--- src/rtl/result_deskew.sv ---
// Output deskew stage for the systolic array's bottom-row partial sums. Each lane has its own
// delay chain, so a diagonal wavefront leaves as one aligned row. The stage also checks lane
// alignment, counts rows per tile, and supports a bypass mode that can only change between tiles.
module result_deskew #(
   parameter int unsigned PARTIAL_SUM_BW = 19,
   parameter int unsigned MATRIX_SIZE    = 8,
   parameter int unsigned SKEW_DIR       = 1,
   parameter int unsigned TILE_ROWS      = 8,
   parameter int unsigned OUT_REG        = 0,
   localparam int unsigned CW = (TILE_ROWS > 1) ? $clog2(TILE_ROWS) : 1
) (
   input  logic                                  clk,
   input  logic                                  rstn,
   input  logic                                  clr,
   input  logic                                  bypass,
   input  logic [PARTIAL_SUM_BW*MATRIX_SIZE-1:0] data_in,
   input  logic [MATRIX_SIZE-1:0]                valid_in,
   output logic [PARTIAL_SUM_BW*MATRIX_SIZE-1:0] result_sync,
   output logic                                  out_valid,
   output logic                                  out_last,
   output logic [CW-1:0]                         row_cnt,
   output logic                                  tile_done,
   output logic                                  busy,
   output logic                                  align_err
);

   localparam int unsigned BW = PARTIAL_SUM_BW;
   localparam int unsigned N  = MATRIX_SIZE;
   localparam logic [CW-1:0] LastRow = CW'(TILE_ROWS - 1);

   typedef enum logic {StIdle, StRun} state_e;

   state_e          state_q, state_d;
   logic            mode_byp_q, mode_byp_d;
   logic [N-1:0]    tap_valid, chain_busy, sel_valid;
   logic [BW*N-1:0] tap_data, sel_data;
   logic [CW-1:0]   row_cnt_q;
   logic            align_err_q, tile_done_q;
   logic            all_v, mis_v, last_beat, busy_c;

   for (genvar i = 0; i < N; i++) begin : g_lane
      localparam int unsigned D = (SKEW_DIR != 0) ? unsigned'(i) : (N - 1 - unsigned'(i));
      if (D == 0) begin : g_pass
         assign tap_valid[i]          = valid_in[i];
         assign tap_data[BW*i +: BW]  = data_in[BW*i +: BW];
         assign chain_busy[i]         = 1'b0;
      end else begin : g_chain
         logic [D-1:0]         vld_q;
         logic [D-1:0][BW-1:0] dat_q;

         // Shift {valid, data} one stage per cycle; the chain keeps shifting even in bypass
         always_ff @(posedge clk or negedge rstn) begin
            if (!rstn) begin
               vld_q <= '0;
               dat_q <= '0;
            end else if (clr) begin
               vld_q <= '0;
               dat_q <= '0;
            end else begin
               vld_q[0] <= valid_in[i];
               dat_q[0] <= data_in[BW*i +: BW];
               for (int k = 1; k < D; k++) begin
                  vld_q[k] <= vld_q[k-1];
                  dat_q[k] <= dat_q[k-1];
               end
            end
         end

         assign tap_valid[i]         = vld_q[D-1];
         assign tap_data[BW*i +: BW] = dat_q[D-1];
         assign chain_busy[i]        = |vld_q;
      end
   end

   // In bypass every lane comes straight from its input; data is never gated by valid
   assign sel_valid = mode_byp_q ? valid_in : tap_valid;
   assign sel_data  = mode_byp_q ? data_in  : tap_data;
   assign all_v     = &sel_valid;
   assign mis_v     = (|sel_valid) && !all_v;
   assign last_beat = all_v && (row_cnt_q == LastRow);
   assign busy_c    = (state_q == StRun);

   // Next state and mode; mode only reloads while idle and not starting a tile, so a tile
   // never straddles a mode change
   always_comb begin
      state_d    = state_q;
      mode_byp_d = mode_byp_q;
      unique case (state_q)
         StIdle: begin
            if ((|valid_in) && !mode_byp_q) begin
               state_d = StRun;
            end else begin
               mode_byp_d = bypass;
            end
         end
         StRun: begin
            if (!(|chain_busy) && !(|valid_in)) begin
               state_d = StIdle;
            end
         end
         default: state_d = StIdle;
      endcase
      if (clr) begin
         state_d    = StIdle;
         mode_byp_d = bypass;
      end
   end

   // FSM state and effective mode registers
   always_ff @(posedge clk or negedge rstn) begin
      if (!rstn) begin
         state_q    <= StIdle;
         mode_byp_q <= 1'b0;
      end else begin
         state_q    <= state_d;
         mode_byp_q <= mode_byp_d;
      end
   end

   // Row counter, sticky alignment error and tile-done pulse; misaligned beats are not counted
   always_ff @(posedge clk or negedge rstn) begin
      if (!rstn) begin
         row_cnt_q   <= '0;
         align_err_q <= 1'b0;
         tile_done_q <= 1'b0;
      end else if (clr) begin
         row_cnt_q   <= '0;
         align_err_q <= 1'b0;
         tile_done_q <= 1'b0;
      end else begin
         if (all_v) begin
            row_cnt_q <= last_beat ? '0 : row_cnt_q + 1'b1;
         end
         if (mis_v) begin
            align_err_q <= 1'b1;
         end
         tile_done_q <= last_beat;
      end
   end

   if (OUT_REG != 0) begin : g_out_reg
      // One extra register stage on every output, keeping their relative timing
      always_ff @(posedge clk or negedge rstn) begin
         if (!rstn) begin
            result_sync <= '0;
            out_valid   <= 1'b0;
            out_last    <= 1'b0;
            row_cnt     <= '0;
            tile_done   <= 1'b0;
            busy        <= 1'b0;
            align_err   <= 1'b0;
         end else begin
            result_sync <= sel_data;
            out_valid   <= all_v;
            out_last    <= last_beat;
            row_cnt     <= row_cnt_q;
            tile_done   <= tile_done_q;
            busy        <= busy_c;
            align_err   <= align_err_q;
         end
      end
   end else begin : g_out_comb
      assign result_sync = sel_data;
      assign out_valid   = all_v;
      assign out_last    = last_beat;
      assign row_cnt     = row_cnt_q;
      assign tile_done   = tile_done_q;
      assign busy        = busy_c;
      assign align_err   = align_err_q;
   end

endmodule

--- config.mk ---
export PLATFORM = sky130hd
export DESIGN_NAME = result_deskew
export DESIGN_NICKNAME = d
export VERILOG_FILES = /design/src/rtl/result_deskew.sv
export SDC_FILE = /design/constraint.sdc
export NUM_CORES = 1
export LEC_CHECK = 0
export ABC_AREA = 1
export CORE_AREA = 2 2 201 203
export CTS_CLUSTER_DIAMETER = 50
export DETAILED_ROUTE_END_ITERATION = 10
export DIE_AREA = 0 0 203 205
export PLACE_DENSITY = 0.78
export SYNTH_ARGS = -nofsm -noshare
export SYNTH_HDL_FRONTEND = slang
export SYNTH_SLANG_ARGS = --single-unit
--- constraint.sdc ---
create_clock -name clk -period 1.7 [get_ports clk]
set_input_delay 0.255 -clock clk [delete_from_list [all_inputs] [get_ports clk]]
set_output_delay 0.255 -clock clk [all_outputs]
set_load 0.005 [all_outputs]
==> flow_metrics.env <==
export IMPL_hold_path_class="in -> async"
export IMPL_cts_tree="built"
export IMPL_hold_violations=0
export IMPL_syn_avg_cell_area_um2=9.50
export IMPL_reg2regPathDepth=14
export IMPL_grt_overflow=0
export IMPL_seq_area_frac_synth_pct=68.6
export IMPL_row_count=73
export IMPL_synthArstFlopShare_pct=100
export IMPL_place_congestion=0.806
export IMPL_grt_pass1_wl_mm=71.3
export IMPL_dieHeight_um=205
export IMPL_drc=0
export IMPL_final_cell_mix="576 x inv_1, 570 x nor2_1, 566 x dfrtp_1"
export IMPL_mostFrequentLayoutCell="inv_1"
export IMPL_synthesis_area_um2=20700
export IMPL_r2r_slack_ns=-0.23
export IMPL_ir_drop_uv=905
export IMPL_violations="setup timing"
export IMPL_antenna_found_initial=1
export IMPL_worst_setup_path_type="reg -> out"
export IMPL_track_usage_pct=21.5
export IMPL_synth_top_flop_cell="dfrtp_1"
export IMPL_placed_cell_area_um2=25200
export IMPL_start_util_pct=52.5
export IMPL_postLayoutCellArea_um2=28200
export IMPL_fin_util_pct=71.6
export IMPL_slew_viol_final=0
export IMPL_finalSetupViolations=144
export IMPL_yosysWarningCount=0
export IMPL_period_needed_ns=2.27
export IMPL_worstSetupStartpointType="flip-flop"
export IMPL_antenna_cells=0
export IMPL_drt_iter0_markers=843
export IMPL_grt_pass1_vias=14900
export IMPL_portBuffers=285
export IMPL_wire_per_inst_um=15.0
export IMPL_cp_endpoint="result_sync[81]"
export IMPL_crit_path_end_kind="output pin"
export IMPL_ios=324
export IMPL_dr_pass1_iters=5
export IMPL_cp_arrival_ns=2.01
export IMPL_vias_per_cell=4.62
export IMPL_relSlewSlack_pct=67.2
export IMPL_clockRootBuffer="clkbuf_16"
export IMPL_crit_fanout=8
export IMPL_reg2reg_from="mode_byp_q$_DFFE_PN0P_"
export IMPL_detail_route_antenna_nets=0
export IMPL_yosysUniqueCellTypes=21
export IMPL_ys_ff_latch=567
export IMPL_clock_sinks=567
export IMPL_fin_tns_setup_ns=-65.21
export IMPL_syn_to_final_growth_pct=36.4
export IMPL_whs_ns=0.149
export IMPL_htree_levels=2
export IMPL_final_nets=2803
export IMPL_die_w_um=203
export IMPL_vias=14800
export IMPL_place_ws_ns=-0.360
export IMPL_clock_fmax_ghz=0.441
export IMPL_crit_start="mode_byp_q$_DFFE_PN0P_"
export IMPL_core_area_um2=39400
export IMPL_fin_ws_ns=-0.566
export IMPL_dieArea_um2=41600
export IMPL_worstMarginPinSlew_ns=0.492
export IMPL_timing_rr_end="row_cnt[2]$_DFFE_PN0P_"
export IMPL_leakagePower_nw=14.8
export IMPL_synth_edf_count=0
export IMPL_status="finished, violations left"
export IMPL_routed_wl_mm=48.0
export IMPL_rsz0062_at_grt="yes"
export IMPL_cp_required_ns=1.44
export IMPL_syn_num_nets=2342
export IMPL_numCtsBuffers=54
export IMPL_clk_pin_slew_ns=0.07
export IMPL_worst_clock_skew_ns=0.0195
export IMPL_synthCells=2176
export IMPL_place_hpwl_mm=27.0
export IMPL_cap_violations=0
export IMPL_post_route_period_util_pct=133
export IMPL_cellPowerDensity_nw_per_um2=1050
export IMPL_clk_latency_ns=0.61
export IMPL_drive_gt1_share_pct=24.7
export IMPL_cts_max_path_buffers=3
export IMPL_grt_max_degree=125
-- cells by family after synthesis --
kind of cell / share of synthesized area (%)
flip-flops: 68.6
AO/OA/AOI/OAI: 3.35
adder cells (fa/ha/maj): 0.121
buffers and inverters: 13.3
AND/OR/NAND/NOR: 14.6
-- cell type report --
cell class | count | area [µm²]
sequential | 567 | 14200
tap | 525 | 657
timing repair buffer | 519 | 4850
multi-input combinational | 918 | 4510
clock buffer | 80 | 1600
clock inverter | 19 | 218
inverter | 577 | 2180
fill | 2562 | 11200
-- registers in the layout, summed over array words and instances, names as in the netlist --
name,count
row_cnt,3
mode_byp_q,1
g_lane.g_chain.vld_q,28
tile_done,1
align_err,1
g_lane.g_chain.dat_q,532
busy,1
-- cells in the mapped netlist (7+ instances only) --
cell type	number	share of area, %
dfrtp_1	567	69
buf_2	42	1.0
nand4_1	10	0.30
nand2_2	9	0.27
inv_1	576	10
nor2_1	572	10
nand3_1	7	0.17
o21ai_0	136	3.3
buf_4	21	0.76
clkbuf_1	48	0.87
nand2_1	171	3.1
-- how the worst min path moves through the flow --
stage | from | to | slack [ns] | cells past startpoint
after CTS | rstn | g_lane[7].g_chain.dat_q[48]$_DFF_PN0_ | 0.12 | 2
after floorplan | rstn | align_err$_DFFE_PN0P_ | -0.04 | 0
after global placement | rstn | g_lane[7].g_chain.dat_q[48]$_DFF_PN0_ | 0.16 | 1
final | rstn | g_lane[7].g_chain.dat_q[48]$_DFF_PN0_ | 0.15 | 2
after global routing | rstn | g_lane[7].g_chain.dat_q[86]$_DFF_PN0_ | 0.14 | 2
after detailed placement | rstn | g_lane[7].g_chain.dat_q[48]$_DFF_PN0_ | 0.16 | 1
-- where the power goes --
part           switching [W]  internal (W)
clock network        0.00508       0.00700
logic                0.00181       0.00172
registers           0.000141        0.0139
total                0.00703        0.0226
-- layer usage --
metal  up-vias  GRT usage, %  wire length [µm]
met1      7371          27.0             19200
met4         2          6.60              1170
li1       7022             -                 -
met2       331          38.0             25700
met5         -             0                13
met3        89          4.01              1980
-- repair_timing --
item | in CTS | in global routing
pin swaps | 2 | 60
setup endpoints to repair | 141 | 145
resized for setup | 198 | 704
endpoints found under the hold margin | 422 | 0
buffers inserted | 7 | 39
hold buffers | 2 | 0
gates cloned | 5 | 13
-- worst max-delay path, cell delays in order, from the launching register on --
cell and delay [ns]:
dfrtp_2 0.46, clkinv_8 0.08, buf_12 0.13, buf_16 0.15
buf_12 0.15, clkbuf_16 0.18, nand2_2 0.04, o21ai_1 0.07
buf_2 0.14
-- stage by stage --
stage	total power, W	instances
after global routing	0.0307	3205
after CTS	0.0292	3159
after detailed placement	0.0170	3046
final	0.0296	3205
after global placement	0.0169	3046
after floorplan	0.0153	2176
(Power assumes the default switching activity.)
